**src/rtl/img_pkg.sv**
```systemverilog
// Sprite ROM start addresses for fixed scene elements.
// Digit addresses are only used when SCENE_KILLCOUNT_DRAW_EN is defined.
package img_pkg;

    localparam int unsigned ADR_BASE_OK     = 32'h0000_0400;
    localparam int unsigned ADR_BASE_NUKED  = 32'h0000_0440;
    localparam int unsigned ADR_CURSOR      = 32'h0000_0480;
    localparam int unsigned ADR_DIGIT_START = 32'h0000_0500;
    localparam int unsigned DIGIT_STRIDE    = 32'h0000_0020;

endpackage

```
**src/rtl/vector_pkg.sv**
```systemverilog
// Screen layout, slot indexing and sequencer state encoding.
// SCENE_KILLCOUNT_DRAW_EN extends the slot list with two kill-count digits.
package vector_pkg;

    localparam int unsigned X_BASE1      = 32;
    localparam int unsigned Y_BASE1      = 220;
    localparam int unsigned X_BASE2      = 120;
    localparam int unsigned Y_BASE2      = 224;
    localparam int unsigned X_BASE3      = 208;
    localparam int unsigned Y_BASE3      = 220;
    localparam int unsigned X_KILL_DIGIT = 8;
    localparam int unsigned Y_KILL_DIGIT = 8;
    localparam int unsigned DIGIT_PITCH  = 12;

    typedef logic [3:0] slot_t;

    localparam slot_t SLOT_ENEMY1   = 4'd0;
    localparam slot_t SLOT_ENEMY2   = 4'd1;
    localparam slot_t SLOT_ENEMY3   = 4'd2;
    localparam slot_t SLOT_BASE1    = 4'd3;
    localparam slot_t SLOT_BASE2    = 4'd4;
    localparam slot_t SLOT_BASE3    = 4'd5;
    localparam slot_t SLOT_CURSOR   = 4'd6;
    localparam slot_t SLOT_DIGIT_HI = 4'd7;
    localparam slot_t SLOT_DIGIT_LO = 4'd8;

`ifdef SCENE_KILLCOUNT_DRAW_EN
    localparam slot_t LAST_SLOT = SLOT_DIGIT_LO;
`else
    localparam slot_t LAST_SLOT = SLOT_CURSOR;
`endif

    typedef enum logic [2:0] {
        ST_IDLE      = 3'd0,
        ST_SELECT    = 3'd1,
        ST_ISSUE     = 3'd2,
        ST_WAIT_DONE = 3'd3,
        ST_FINISH    = 3'd4
    } state_t;

endpackage

```
**src/rtl/scene_slot_mux.sv**
```systemverilog
// Maps a slot index plus the frame snapshot to one draw job (enable, x, y, adr).
// With SCENE_KILLCOUNT_DRAW_EN, slots 7/8 draw the kill-count nibbles.
module scene_slot_mux
    import vector_pkg::*;
    import img_pkg::*;
#(
    parameter int OUT_WIDTH    = 8,
    parameter int ADDRESSWIDTH = 16
) (
    input  slot_t                          slot_i,
    input  logic [2:0]                     spawn_i,
    input  logic [2:0][OUT_WIDTH-1:0]      enemy_x_i,
    input  logic [2:0][OUT_WIDTH-1:0]      enemy_y_i,
    input  logic [2:0][ADDRESSWIDTH-1:0]   enemy_adr_i,
    input  logic [2:0]                     nuked_i,
    input  logic [OUT_WIDTH-1:0]           cursor_x_i,
    input  logic [OUT_WIDTH-1:0]           cursor_y_i,
`ifdef SCENE_KILLCOUNT_DRAW_EN
    input  logic [OUT_WIDTH-1:0]           killcount_i,
`endif
    output logic                           en_o,
    output logic [OUT_WIDTH-1:0]           x_o,
    output logic [OUT_WIDTH-1:0]           y_o,
    output logic [ADDRESSWIDTH-1:0]        adr_o
);

    function automatic logic [ADDRESSWIDTH-1:0] base_adr(input logic nuked);
        return nuked ? ADDRESSWIDTH'(ADR_BASE_NUKED) : ADDRESSWIDTH'(ADR_BASE_OK);
    endfunction

`ifdef SCENE_KILLCOUNT_DRAW_EN
    // Wraps silently if the digit table would run past the address space.
    function automatic logic [ADDRESSWIDTH-1:0] digit_adr(input logic [3:0] nib);
        return ADDRESSWIDTH'(ADR_DIGIT_START + nib * DIGIT_STRIDE);
    endfunction
`endif

    always_comb begin
        en_o  = 1'b0;
        x_o   = '0;
        y_o   = '0;
        adr_o = '0;
        case (slot_i)
            SLOT_ENEMY1: begin
                en_o  = spawn_i[0];
                x_o   = enemy_x_i[0];
                y_o   = enemy_y_i[0];
                adr_o = enemy_adr_i[0];
            end
            SLOT_ENEMY2: begin
                en_o  = spawn_i[1];
                x_o   = enemy_x_i[1];
                y_o   = enemy_y_i[1];
                adr_o = enemy_adr_i[1];
            end
            SLOT_ENEMY3: begin
                en_o  = spawn_i[2];
                x_o   = enemy_x_i[2];
                y_o   = enemy_y_i[2];
                adr_o = enemy_adr_i[2];
            end
            SLOT_BASE1: begin
                en_o  = 1'b1;
                x_o   = OUT_WIDTH'(X_BASE1);
                y_o   = OUT_WIDTH'(Y_BASE1);
                adr_o = base_adr(nuked_i[0]);
            end
            SLOT_BASE2: begin
                en_o  = 1'b1;
                x_o   = OUT_WIDTH'(X_BASE2);
                y_o   = OUT_WIDTH'(Y_BASE2);
                adr_o = base_adr(nuked_i[1]);
            end
            SLOT_BASE3: begin
                en_o  = 1'b1;
                x_o   = OUT_WIDTH'(X_BASE3);
                y_o   = OUT_WIDTH'(Y_BASE3);
                adr_o = base_adr(nuked_i[2]);
            end
            SLOT_CURSOR: begin
                en_o  = 1'b1;
                x_o   = cursor_x_i;
                y_o   = cursor_y_i;
                adr_o = ADDRESSWIDTH'(ADR_CURSOR);
            end
`ifdef SCENE_KILLCOUNT_DRAW_EN
            SLOT_DIGIT_HI: begin
                en_o  = 1'b1;
                x_o   = OUT_WIDTH'(X_KILL_DIGIT);
                y_o   = OUT_WIDTH'(Y_KILL_DIGIT);
                adr_o = digit_adr(killcount_i[7:4]);
            end
            SLOT_DIGIT_LO: begin
                en_o  = 1'b1;
                x_o   = OUT_WIDTH'(X_KILL_DIGIT + DIGIT_PITCH);
                y_o   = OUT_WIDTH'(Y_KILL_DIGIT);
                adr_o = digit_adr(killcount_i[3:0]);
            end
`endif
            default: begin
                en_o = 1'b0;
            end
        endcase
    end

endmodule

```
**src/rtl/scene_sequencer.sv**
```systemverilog
// Snapshots game state on frame_start and serialises one sprite draw job per
// visible slot to the vector renderer. SCENE_KILLCOUNT_DRAW_EN adds two digit slots.
module scene_sequencer
    import vector_pkg::*;
#(
    parameter int OUT_WIDTH    = 8,
    parameter int ADDRESSWIDTH = 16
) (
    input  logic                    clk,
    input  logic                    rst,
    input  logic                    frame_start,
    input  logic [OUT_WIDTH-1:0]    xenemy1,
    input  logic [OUT_WIDTH-1:0]    yenemy1,
    input  logic [OUT_WIDTH-1:0]    xenemy2,
    input  logic [OUT_WIDTH-1:0]    yenemy2,
    input  logic [OUT_WIDTH-1:0]    xenemy3,
    input  logic [OUT_WIDTH-1:0]    yenemy3,
    input  logic                    spawn_enemy1,
    input  logic                    spawn_enemy2,
    input  logic                    spawn_enemy3,
    input  logic [ADDRESSWIDTH-1:0] adr_enemy1,
    input  logic [ADDRESSWIDTH-1:0] adr_enemy2,
    input  logic [ADDRESSWIDTH-1:0] adr_enemy3,
    input  logic                    base1_nuked,
    input  logic                    base2_nuked,
    input  logic                    base3_nuked,
    input  logic [OUT_WIDTH-1:0]    xcursor,
    input  logic [OUT_WIDTH-1:0]    ycursor,
    input  logic [OUT_WIDTH-1:0]    killcount,
    output logic                    draw_valid,
    input  logic                    draw_ready,
    output logic [OUT_WIDTH-1:0]    draw_x,
    output logic [OUT_WIDTH-1:0]    draw_y,
    output logic [ADDRESSWIDTH-1:0] draw_adr,
    input  logic                    draw_done,
    output logic                    busy,
    output logic                    frame_done,
    output logic                    frame_overrun
);

    // state        | meaning
    // ST_IDLE      | waiting for frame_start
    // ST_SELECT    | evaluate current slot: load job or skip
    // ST_ISSUE     | draw_valid high, waiting for draw_ready
    // ST_WAIT_DONE | job accepted, waiting for draw_done
    // ST_FINISH    | frame_done pulse cycle

    state_t                         state_q, state_d;
    slot_t                          slot_q, slot_d;
    logic                           draw_valid_q, draw_valid_d;
    logic [OUT_WIDTH-1:0]           draw_x_q, draw_x_d;
    logic [OUT_WIDTH-1:0]           draw_y_q, draw_y_d;
    logic [ADDRESSWIDTH-1:0]        draw_adr_q, draw_adr_d;
    logic                           busy_q, busy_d;
    logic                           frame_done_q, frame_done_d;
    logic                           frame_overrun_q, frame_overrun_d;
    logic                           snap_load;

    logic [2:0]                     snap_spawn_q;
    logic [2:0][OUT_WIDTH-1:0]      snap_ex_q;
    logic [2:0][OUT_WIDTH-1:0]      snap_ey_q;
    logic [2:0][ADDRESSWIDTH-1:0]   snap_eadr_q;
    logic [2:0]                     snap_nuked_q;
    logic [OUT_WIDTH-1:0]           snap_cx_q;
    logic [OUT_WIDTH-1:0]           snap_cy_q;
`ifdef SCENE_KILLCOUNT_DRAW_EN
    logic [OUT_WIDTH-1:0]           snap_kill_q;
`else
    logic                           unused_killcount;
    assign unused_killcount = ^killcount;
`endif

    logic                           slot_en;
    logic [OUT_WIDTH-1:0]           slot_x;
    logic [OUT_WIDTH-1:0]           slot_y;
    logic [ADDRESSWIDTH-1:0]        slot_adr;

    scene_slot_mux #(
        .OUT_WIDTH    (OUT_WIDTH),
        .ADDRESSWIDTH (ADDRESSWIDTH)
    ) u_slot_mux (
        .slot_i      (slot_q),
        .spawn_i     (snap_spawn_q),
        .enemy_x_i   (snap_ex_q),
        .enemy_y_i   (snap_ey_q),
        .enemy_adr_i (snap_eadr_q),
        .nuked_i     (snap_nuked_q),
        .cursor_x_i  (snap_cx_q),
        .cursor_y_i  (snap_cy_q),
`ifdef SCENE_KILLCOUNT_DRAW_EN
        .killcount_i (snap_kill_q),
`endif
        .en_o        (slot_en),
        .x_o         (slot_x),
        .y_o         (slot_y),
        .adr_o       (slot_adr)
    );

    always_comb begin
        state_d         = state_q;
        slot_d          = slot_q;
        draw_valid_d    = draw_valid_q;
        draw_x_d        = draw_x_q;
        draw_y_d        = draw_y_q;
        draw_adr_d      = draw_adr_q;
        busy_d          = busy_q;
        frame_done_d    = 1'b0;
        // Any frame_start outside IDLE (including FINISH) is dropped and flagged.
        frame_overrun_d = frame_start && (state_q != ST_IDLE);
        snap_load       = 1'b0;
        case (state_q)
            ST_IDLE: begin
                if (frame_start) begin
                    snap_load = 1'b1;
                    slot_d    = '0;
                    busy_d    = 1'b1;
                    state_d   = ST_SELECT;
                end
            end
            ST_SELECT: begin
                if (slot_en) begin
                    draw_x_d     = slot_x;
                    draw_y_d     = slot_y;
                    draw_adr_d   = slot_adr;
                    draw_valid_d = 1'b1;
                    state_d      = ST_ISSUE;
                end else if (slot_q == LAST_SLOT) begin
                    busy_d       = 1'b0;
                    frame_done_d = 1'b1;
                    state_d      = ST_FINISH;
                end else begin
                    slot_d = slot_q + 4'd1;
                end
            end
            ST_ISSUE: begin
                if (draw_valid_q && draw_ready) begin
                    draw_valid_d = 1'b0;
                    state_d      = ST_WAIT_DONE;
                end
            end
            ST_WAIT_DONE: begin
                if (draw_done) begin
                    if (slot_q == LAST_SLOT) begin
                        busy_d       = 1'b0;
                        frame_done_d = 1'b1;
                        state_d      = ST_FINISH;
                    end else begin
                        slot_d  = slot_q + 4'd1;
                        state_d = ST_SELECT;
                    end
                end
            end
            ST_FINISH: begin
                state_d = ST_IDLE;
            end
            default: begin
                state_d = ST_IDLE;
            end
        endcase
    end

    always_ff @(posedge clk or posedge rst) begin
        if (rst) begin
            state_q         <= ST_IDLE;
            slot_q          <= '0;
            draw_valid_q    <= 1'b0;
            draw_x_q        <= '0;
            draw_y_q        <= '0;
            draw_adr_q      <= '0;
            busy_q          <= 1'b0;
            frame_done_q    <= 1'b0;
            frame_overrun_q <= 1'b0;
        end else begin
            state_q         <= state_d;
            slot_q          <= slot_d;
            draw_valid_q    <= draw_valid_d;
            draw_x_q        <= draw_x_d;
            draw_y_q        <= draw_y_d;
            draw_adr_q      <= draw_adr_d;
            busy_q          <= busy_d;
            frame_done_q    <= frame_done_d;
            frame_overrun_q <= frame_overrun_d;
        end
    end

    always_ff @(posedge clk or posedge rst) begin
        if (rst) begin
            snap_spawn_q <= '0;
            snap_ex_q    <= '0;
            snap_ey_q    <= '0;
            snap_eadr_q  <= '0;
            snap_nuked_q <= '0;
            snap_cx_q    <= '0;
            snap_cy_q    <= '0;
`ifdef SCENE_KILLCOUNT_DRAW_EN
            snap_kill_q  <= '0;
`endif
        end else if (snap_load) begin
            snap_spawn_q <= {spawn_enemy3, spawn_enemy2, spawn_enemy1};
            snap_ex_q    <= {xenemy3, xenemy2, xenemy1};
            snap_ey_q    <= {yenemy3, yenemy2, yenemy1};
            snap_eadr_q  <= {adr_enemy3, adr_enemy2, adr_enemy1};
            snap_nuked_q <= {base3_nuked, base2_nuked, base1_nuked};
            snap_cx_q    <= xcursor;
            snap_cy_q    <= ycursor;
`ifdef SCENE_KILLCOUNT_DRAW_EN
            snap_kill_q  <= killcount;
`endif
        end
    end

    assign draw_valid    = draw_valid_q;
    assign draw_x        = draw_x_q;
    assign draw_y        = draw_y_q;
    assign draw_adr      = draw_adr_q;
    assign busy          = busy_q;
    assign frame_done    = frame_done_q;
    assign frame_overrun = frame_overrun_q;

endmodule

```
**config.mk**
```make
export PLATFORM = sky130hd
export DESIGN_NAME = scene_sequencer
export DESIGN_NICKNAME = d
export VERILOG_FILES = /design/src/rtl/img_pkg.sv /design/src/rtl/vector_pkg.sv /design/src/rtl/scene_slot_mux.sv /design/src/rtl/scene_sequencer.sv
export SDC_FILE = /design/constraint.sdc
export NUM_CORES = 1
export LEC_CHECK = 0
export ABC_AREA = 1
export CAP_MARGIN = 10
export CELL_PAD_IN_SITES_DETAIL_PLACEMENT = 0
export CELL_PAD_IN_SITES_GLOBAL_PLACEMENT = 1
export CORE_ASPECT_RATIO = 1.5
export CORE_UTILIZATION = 38
export DETAILED_ROUTE_END_ITERATION = 8
export GPL_TIMING_DRIVEN = 0
export PLACE_DENSITY = 0.89
export SYNTH_ARGS = -nofsm -noshare
export SYNTH_HDL_FRONTEND = slang
export SYNTH_SLANG_ARGS = --single-unit
export TNS_END_PERCENT = 50
```
**constraint.sdc**
```tcl
create_clock -name clk -period 6.75 [get_ports clk]
set_input_delay 1.35 -clock clk [delete_from_list [all_inputs] [get_ports clk]]
set_output_delay 1.35 -clock clk [all_outputs]
set_load 0.02 [all_outputs]
```
==> out/metrics.yaml, run 1 <==
sta:
  relSlewSlack_pct: 56.6
  finalHoldViolations: 0
  worstMarginPinSlew_ps: 651
  max_freq_mhz: 360
  period_needed_ps: 2780
  fin_setup_tns_ps: 0
  rsz0062_at_grt: "no"
  fin_skew_ps: 11.3
  slew_viol_final: 0
  min_period_over_period_pct: 41.1
  final-setup-viol-count: 0
run_status:
  status: "completed"
cts:
  postCtsResizedCells: 0
  cts_made_buffers: 17
  h-tree-depth: 4
  clock_path_buffers: 2
  root_buffer: "clkbuf_16"
  clkLatencyLatePin_ps: 420
  postCtsSetupRepairBufs: 0
  cts_tree: "built"
  cts_sinks: 161
  cts.clk_slew.worst_paths_ps: 60
  cts_hold_buf: 0
drt:
  drtPass1Iterations: 4
  wl_met1_um: 7530
  route.met3.wl_um: 834
  dr.first_iter.drc_count: 261
  drcViolationCount: 0
  wl_met2_um: 9900
  vias_per_cell: 4.98
  dr_total_vias: 5450
  maxUsedRoutingLayer: "met4"
  drtAntennaViolNets: 0
  wire_per_inst_um: 17.1
  drt-total-wl_um: 18700
floorplan:
  start_util_pct: 38.8
  die_area_um2: 18900
  row_count: 60
  fp.dieH_um: 168
  dieWidth_um: 113
  io_pins: 167
  core_area_um2: 17900
placement:
  port_buffers: 158
  gp_congestion: 0.784
  place_area_um2: 8850
  detailed_place_hpwl_um: 13700
synth:
  yosysTopAreaCell: "dfrtp_1"
  ys_ff_latch: 161
  synth_top_area_share_pct: 57.9
  synth.avg_cell_area_um2: 10.2
  synth_compound_area_share_pct: 8.84
  synth_edf_count: 0
  syn_inst: 685
  yosys_warnings: 0
  ys_seq_area_share_pct: 57.9
  synth_fa_ha_area_share_pct: 0.719
  synth_area_leaders: "dfrtp_1 58%, mux2_2 13%, nand2_1 6.1%"
  synth_common_cells: "161 x dfrtp_1, 114 x nand2_1, 81 x mux2_2"
  synthesis.area_um2: 6960
  syn-num-nets: 820
  synth_cell_type_count: 28
  muxShareOfSynthArea_pct: 13.1
  synth_top_flop_cell: "dfrtp_1"
  synth_top_family_by_area: "simple AND/OR/NAND/NOR gates"
  synth_simple_gate_area_share_pct: 13.8
  synth_xor_area_share_pct: 0.252
  synthArstFlopShare_pct: 100
  synth.most_common_cell: "dfrtp_1"
worst_setup_path:
  worstReg2RegEnd: "slot_q[3]"
  worst-path-buf-inv: 1
  end_kind: "output port"
  r2r_start: "slot_q[0]"
  cp_max_fo: 3
  crit_chain: "clkdlybuf4s50_1"
  cp.required_ps: 5400
  r2r_cells: 8
  critPathArrivalTime_ps: 1430
  crit_type: "reg2out"
  worstSetupStartpointType: "flip-flop"
  slowest_stage: "clkdlybuf4s50_1"
  slowest_delay_ps: 620
  cpLargestDelayFamily: "buffers and inverters"
  cp-startpoint: "draw_valid"
  regToRegSetupSlack_ps: 4470
grt:
  grt_max_degree: 128
  grt.overflow.total: 0
  antenna_found_initial: 1
  grt_pass1_vias: 5569
  grtUsageTotal_pct: 21.0
  grt_pass1_wl_um: 29600
cells_and_area:
  nets: 998
  finalInstanceArea_um2: 9440
  drive_above_1_share_pct: 17.2
  syn2layout_area_growth_pct: 35.6
worst_hold_path:
  hold_path_end: "busy"
  min_from: "busy"
  min_path_type: "reg2reg"
  hold-path-cell-count: 2
power:
  power.density_nw_per_um2: 468
  vdd_drop_max_mv: 0.213
  p_leak_uw: 0.00433
run:
  max_cap_viol_count: 0
## how the worst max path moves through the flow
stage,end,cells after the start,slack [ps]
floorplan,busy,1,1050
global placement,snap_cx_q[2],2,-1210
detailed placement,snap_ey_q[4],5,3650
CTS,draw_valid,1,3950
global route,draw_valid,1,3910
finish,draw_valid,1,3970
## routing by layer
layer	up-vias	track usage, %
li1	2625	-
met1	2656	24.7
met2	148	36.7
met3	21	4.46
met4	0	9.10
met5	-	0
## through the flow
stage / worst slack (ps) / util (%) / instances / power (uW) / hold WS, ps
global placement: -1210 / 49.1 / 1060 / 3450 / 457
floorplan: 1050 / - / 685 / 2830 / 478
detailed placement: 3650 / 49.3 / 1061 / 3500 / 468
global route: 3910 / 52.6 / 1094 / 4730 / 508
CTS: 3950 / 52.6 / 1093 / 4470 / 481
finish: 3970 / 52.6 / 1094 / 4420 / 481
## area by class of cell
type                    instances  area [um^2]
clock buffers                  21          460
clock inverters                11          128
fillers                      1620         8500
repair buffers                159         1610
well taps                     217          272
inverters                      53          206
multi-input cells             437         2550
plain buffers                  34          180
diodes                          1         2.50
flip-flops and latches        161         4030
## sequential cells by signal, indices dropped and copies added (netlist names)
name / flops
snap_ey_q: 24
draw_adr: 16
frame_done: 1
draw_x: 8
snap_nuked_q: 3
busy: 1
frame_overrun: 1
snap_cy_q: 8
snap_cx_q: 8
snap_ex_q: 24
snap_spawn_q: 3
draw_y: 8
slot_q: 4
draw_valid: 1
snap_eadr_q: 48
state_q: 3
## cell families after synthesis
group,after synthesis
xor+xnor,2
simple gates,231
fa+ha+maj,4
compound gates,119
flops,161
mux,81
buf+inv,87
## report_power, final
part           total [uW]  switching [uW]  internal, uW
sequential           1660             225          1430
combinational        1810             995           815
clock                 952             385           567
total                4420            1610          2810
## cell usage in the layout (no fill, tap or decap), drive strengths merged, types with 4 or more instances in the layout
cell type / n
dfrtp: 161
clkdlybuf4s50: 158
nand2: 119
mux2: 81
a21oi: 74
nor2: 74
inv: 55
o21ai: 31
buf: 30
clkbuf: 26
nand3: 22
nand4: 13
o22ai: 13
ha: 4
clkinv: 4
(Power assumes the default switching activity.)
==> run 2: changes to the inputs <==
- clock period: 6.75 -> 2.75 ns (I/O delays scaled with it)
==> run 2 against run 1 <==
Against the previous run:
- clock skew up 9.0 ps
- cell area increased by 0.80%
- combinational power up 150%
- clock-buffer cell count is 4 lower
- final cell count up 0.27%
- non-clock buffer count increased by 3
- wire length increased by 3.0%
- worst hold slack got worse by 8.4 ps
- utilization grew 0.42 points
==> out/metrics.yaml, run 2 (synthesis gave the netlist of run 1 again) <==
run_status:
  status: "completed"  # unchanged
drt:
  drtAntennaViolNets: 0  # unchanged
  drtPass1Iterations: 4  # unchanged
  drcViolationCount: 0  # unchanged
  wire_per_inst_um: 17.5  # was 17.1 um
  dr.first_iter.drc_count: 263  # was 261
  vias_per_cell: 5.01  # was 4.98
  dr_total_vias: 5491  # was 5450
  drt-total-wl_um: 19200  # was 18700 um
power:
  power.density_nw_per_um2: 1150  # was 468 nW/um^2
  clkPwrFrac_pct: 22.2  # was 21.5%
  p_leak_uw: 0.00437  # was 0.00433 uW
  internal_power_uw: 6830  # was 2810 uW
  p_sw_share_pct: 37.8  # was 36.3%
  vdd_drop_max_mv: 0.507  # was 0.213 mV
  p_switching_uw: 4150  # was 1610 uW
  p_seq_share_pct: 37.2  # was 37.5%
  p_comb_share_pct: 40.7  # was 41.0%
cells_and_area:
  fin_cells: 1097  # was 1094
  drive_above_1_share_pct: 17.7  # was 17.2%
  nets: 1001  # was 998
  finalInstanceArea_um2: 9520  # was 9440 um^2
  nFillCells: 1616  # was 1620
  final_cell_mix: "161 x dfrtp_1, 158 x clkdlybuf4s50_1, 114 x nand2_1"  # unchanged
  reg.largest.list: "snap_eadr_q: 48 flops, snap_ex_q: 24 flops, snap_ey_q: 24 flops"  # unchanged
  syn2layout_area_growth_pct: 36.7  # was 35.6%
  fin_util_pct: 53.0  # was 52.6%
  largest_reg_flops: 48  # unchanged
  layout_commonest_cell: "dfrtp_1"  # unchanged
  regMostFlops: "snap_eadr_q"  # unchanged
sta:
  worst_slack_ps: 508  # was 3970 ps
  relSlewSlack_pct: 66.5  # was 56.6%
  slew_viol_final: 0  # unchanged
  finalHoldViolations: 0  # unchanged
  min_period_over_period_pct: 81.5
  final-setup-viol-count: 0  # unchanged
  worstMarginPinSlew_ps: 503  # was 651 ps
  max_freq_mhz: 446
  rsz0062_at_grt: "no"  # unchanged
  fin_skew_ps: 20.3  # was 11.3 ps
  period_needed_ps: 2240
floorplan:
  io_pins: 167  # unchanged
  dieWidth_um: 113  # unchanged
  row_count: 60  # unchanged
  fp.dieH_um: 168  # unchanged
  die_area_um2: 18900  # unchanged
  core_area_um2: 17900  # unchanged
  start_util_pct: 38.8  # unchanged
cts:
  root_buffer: "clkbuf_16"  # unchanged
  postCtsResizedCells: 0  # unchanged
  cts.clk_slew.worst_paths_ps: 70  # was 60 ps
  cts_sinks: 161  # unchanged
  cts_hold_buf: 0  # unchanged
  postCtsSetupRepairBufs: 0  # unchanged
  h-tree-depth: 4  # unchanged
  clock_path_buffers: 2  # unchanged
  cts_made_buffers: 17  # unchanged
  cts_tree: "built"  # unchanged
  clkLatencyLatePin_ps: 440  # was 420 ps
placement:
  port_buffers: 158  # unchanged
  dp.cells: 1064  # was 1061
  place_area_um2: 8900  # was 8850 um^2
  pre_cts_ws_ps: 462  # was 3650 ps
  detailed_place_hpwl_um: 14300  # was 13700 um
  gp_congestion: 0.809  # was 0.784
worst_setup_path:
  end_kind: "flip-flop"  # was output port
  crit_type: "reg2reg"  # was reg2out
  critPathArrivalTime_ps: 2560  # was 1430 ps
  cp.required_ps: 3070  # was 5400 ps
  worstSetupStartpointType: "flip-flop"  # unchanged
  cp_max_fo: 7  # was 3
grt:
  antenna_found_initial: 1  # unchanged
  grtUsageTotal_pct: 21.7  # was 21.0%
  grt_pass1_vias: 5755  # was 5569
  grt_pass1_wl_um: 30800  # was 29600 um
  grt_max_degree: 44  # was 128
  grt.overflow.total: 0  # unchanged
worst_hold_path:
  min_path_type: "in2async"  # was reg2reg
run:
  max_cap_viol_count: 0  # unchanged
[run 2: cell type report]
cell class / instances / area (um^2) / area share (%)
multi-input cells: 437 / 2550 / 26.8
inverters: 53 / 203 / 2.13
repair buffers: 162 / 1660 / 17.5
diodes: 1 / 2.50 / 0.0263
flip-flops and latches: 161 / 4030 / 42.3
clock inverters: 15 / 189 / 1.99
plain buffers: 34 / 180 / 1.89
well taps: 217 / 272 / 2.85
clock buffers: 17 / 425 / 4.47
[run 2: final timing paths]
check | from | end | slack (ps) | cells past startpoint
max | slot_q[0] | slot_q[0] | 510 | 8
min | rst | busy | 470 | 2
max reg2reg | slot_q[0] | slot_q[0] | 510 | 8
min reg2reg | busy | busy | 480 | 2
max in group asynchronous | rst | snap_ex_q[15] | 1410 | 4
min in group clk | busy | busy | 480 | 2
[run 2: metal layers]
metal / part of all wire (%) / up-vias / GRT usage [%]
met5: 0 / - / 0
met2: 53 / 142 / 39.0
met3: 3.5 / 27 / 3.35
met1: 41 / 2685 / 25.9
li1: - / 2637 / -
met4: 2.5 / 0 / 8.75
[run 2: worst max-delay path, cell delays in order (launching register included)]
cell	delay, ps
dfrtp_1	450
inv_1	90
ha_1	240
nand3_1	290
inv_1	250
a21oi_1	400
nand3_1	250
nand2_1	110
nand2_1	50
[run 2: power by group through the flow]
| stage | clock network (uW) | logic, uW | registers [uW] |
|---|---|---|---|
| global route | 2570 | 4970 | 4200 |
| detailed placement | 0 | 4510 | 4120 |
| CTS | 2480 | 4530 | 4080 |
| floorplan | 0 | 2720 | 4230 |
| global placement | 0 | 4390 | 4080 |
| finish | 2440 | 4460 | 4080 |
[run 2: through the flow]
stage | total power [uW] | TNS [ps] | hold slack [ps]
3_5_place_dp | 8630 | 0 | 466
3_3_place_gp | 8470 | -197570 | 458
4_1_cts | 11100 | 0 | 484
6_report | 11000 | 0 | 472
2_1_floorplan | 6950 | 0 | 478
5_1_grt | 11700 | 0 | 514
==> run 3: changes to the inputs <==
- clock period: 2.75 -> 2.24 ns (I/O delays scaled with it)
==> run 3 against run 2 <==
Against the previous run:
- sequential share of layout area decreased by 0.16 points
- critical path depth rose by 3
- clock power up 23%
- flip-flop and latch count did not move
- worst hold slack got worse by 95 ps
- clock skew is 4.6 ps lower
- final cell count grew 0.18%
- first-iteration DRC count decreased by 3.4%
- power is 23% higher
- utilization is 0.22 points higher
- maximum frequency is 10% higher
- die area stayed put
- largest power group unchanged
==> out/metrics.yaml, run 3 (synthesis gave the netlist of run 1 again) <==
power:
  p_total_uw: 13500  # was 11000 uW
  clkPwrFrac_pct: 22.1  # was 22.2%
  internal_power_uw: 8410  # was 6830 uW
  p_sw_share_pct: 37.8  # about the same
  vdd_drop_max_mv: 0.623  # was 0.507 mV
  power.density_nw_per_um2: 1420  # was 1150 nW/um^2
  p_comb_share_pct: 40.8  # was 40.7%
  p_seq_share_pct: 37.1  # was 37.2%
  p_leak_uw: 0.00437  # about the same
  p_switching_uw: 5120  # was 4150 uW
cells_and_area:
  drive_above_1_share_pct: 18.6  # was 17.7%
  nets: 1003  # was 1001
  regMostFlops: "snap_eadr_q"  # unchanged
  syn2layout_area_growth_pct: 37.2  # was 36.7%
  reg.largest.list: "snap_eadr_q: 48 flops, snap_ex_q: 24 flops, snap_ey_q: 24 flops"  # unchanged
  largest_reg_flops: 48  # unchanged
  final_cell_mix: "160 x dfrtp_1, 158 x clkdlybuf4s50_1, 114 x nand2_1"  # was 161 x dfrtp_1, 158 x clkdlybuf4s50_1, 114 x nand2_1
  layout_commonest_cell: "dfrtp_1"  # unchanged
cts:
  h-tree-depth: 4  # unchanged
  cts_tree: "built"  # unchanged
  cts_sinks: 161  # unchanged
  cts_made_buffers: 17  # unchanged
  clock_path_buffers: 2  # unchanged
  cts.clk_slew.worst_paths_ps: 70  # about the same
  root_buffer: "clkbuf_16"  # unchanged
  clkLatencyLatePin_ps: 430  # was 440 ps
worst_setup_path:
  cp-startpoint: "slot_q[0]"  # unchanged
  end_kind: "flip-flop"  # unchanged
  regToRegSetupSlack_ps: 210  # was 510 ps
  r2r_start: "slot_q[0]"  # unchanged
  worstSetupStartpointType: "flip-flop"  # unchanged
  r2r_cells: 11  # was 8
  cp_max_fo: 10  # was 7
  crit_path_end: "busy"  # was slot_q[0]
  slowest_stage: "dfrtp_2"  # was dfrtp_1
  worstReg2RegEnd: "busy"  # was slot_q[0]
  crit_path_frequent_cell: "nand2_2"
  slowest_delay_ps: 420  # was 450 ps
  crit_chain: "inv_1 -> ha_1 -> nand3_2 -> nand2_2 -> nor2_2 -> nand2_2 -> nand2_2 -> buf_6 -> nand3_2 -> nand2_1 -> nand2_1"  # was inv_1 -> ha_1 -> nand3_1 -> inv_1 -> a21oi_1 -> nand3_1 -> nand2_1 -> nand2_1
  critPathArrivalTime_ps: 2350  # was 2560 ps
  cp.required_ps: 2560  # was 3070 ps
  crit_type: "reg2reg"  # unchanged
floorplan:
  dieWidth_um: 113  # unchanged
  die_area_um2: 18900  # unchanged
  io_pins: 167  # unchanged
  row_count: 60  # unchanged
  core_area_um2: 17900  # unchanged
  start_util_pct: 38.8  # unchanged
  fp.dieH_um: 168  # unchanged
grt:
  use_met3_pct: 3.35  # unchanged
  grt_use_met2_pct: 39.0  # unchanged
  grt_pass1_vias: 5755  # unchanged
  grtUsageMet1_pct: 25.9  # unchanged
  grt.overflow.total: 0  # unchanged
  grtUsageTotal_pct: 21.7  # unchanged
  grt_max_degree: 44  # unchanged
  grt_pass1_wl_um: 30800  # unchanged
  antenna_found_initial: 1  # unchanged
  grt-busiest-layer: "met2"  # unchanged
sta:
  worstMarginPinSlew_ps: 507  # was 503 ps
  final-setup-viol-count: 0  # unchanged
  fin_skew_ps: 15.7  # was 20.3 ps
  finalHoldViolations: 0  # unchanged
  fin_setup_tns_ps: 0  # unchanged
  hold_ws_ps: 378  # was 472 ps
  relSlewSlack_pct: 66.2  # was 66.5%
  slew_viol_final: 0  # unchanged
  min_period_over_period_pct: 90.7  # was 81.5%
  rsz0062_at_grt: "no"  # unchanged
  period_needed_ps: 2030  # was 2240 ps
  max_freq_mhz: 492  # was 446 MHz
worst_hold_path:
  min_path_type: "in2async"  # unchanged
drt:
  drcViolationCount: 0  # unchanged
  vias_per_cell: 5.01  # about the same
  wire_per_inst_um: 17.6  # was 17.5 um
  drtAntennaViolNets: 0  # unchanged
  dr_total_vias: 5511  # was 5491
  dr.first_iter.drc_count: 254  # was 263
  drtPass1Iterations: 4  # unchanged
  drt-total-wl_um: 19300  # was 19200 um
placement:
  detailed_place_hpwl_um: 14300  # unchanged
  gp_congestion: 0.809  # unchanged
  port_buffers: 158  # unchanged
run:
  max_cap_viol_count: 0  # unchanged
run_status:
  status: "completed"  # unchanged
-- run 3: layer usage --
metal	up-vias	share of wire, %
met4	0	2.3
met5	-	0
met2	148	53
li1	2639	-
met3	27	3.9
met1	2697	41
-- run 3: cell type report --
cell class | count | area [um^2]
Timing Repair Buffer | 164 | 1680
Fill cell | 1611 | 8390
Tap cell | 217 | 272
Clock buffer | 17 | 425
Buffer | 34 | 180
Clock inverter | 15 | 189
Antenna cell | 1 | 2.50
Inverter | 53 | 206
Sequential cell | 161 | 4030
Multi-Input combinational cell | 437 | 2570
-- run 3: critical path, delay by kind of cell, from the launching register on --
| kind | cells | cell delay, ps |
|---|---|---|
| simple gates | 8 | 970 |
| fa+ha+maj | 1 | 250 |
| buf+inv | 2 | 270 |
| flops | 1 | 420 |
-- run 3: per-stage QoR --
stage / util, % / cells / setup WS, ps / cell area, um^2
after floorplan: - / 685 / -251 / 6970
after global placement: 49.2 / 1060 / -1650 / 8820
after detailed placement: 49.6 / 1064 / 7.23 / 8900
after CTS: 53.0 / 1096 / -4.91 / 9510
after global routing: 53.3 / 1099 / 53.1 / 9560
final: 53.3 / 1099 / 207 / 9560
-- run 3: timing repair --
item / in CTS / in global routing
gates resized for setup: 0 / 6
hold buffers: 0 / 0
setup endpoints to repair: 1 / 37
buffers inserted: 0 / 2
-- run 3: power by group through the flow --
stage	clock network [uW]	registers (uW)	logic, uW
2_1_floorplan	0	5200	3340
3_3_place_gp	0	5010	5390
3_5_place_dp	0	5060	5540
4_1_cts	3040	5010	5560
5_1_grt	3150	5160	6140
6_report	2990	5010	5520
-- run 3: how the worst min path moves through the flow --
| stage | from | end | slack (ps) | depth (start not counted) |
|---|---|---|---|---|
| 2_1_floorplan | snap_cx_q[3] | snap_cx_q[3] | 480 | 2 |
| 3_3_place_gp | busy | busy | 460 | 2 |
| 3_5_place_dp | busy | busy | 470 | 2 |
| 4_1_cts | rst | busy | 390 | 2 |
| 5_1_grt | rst | busy | 420 | 2 |
| 6_report | rst | busy | 380 | 2 |
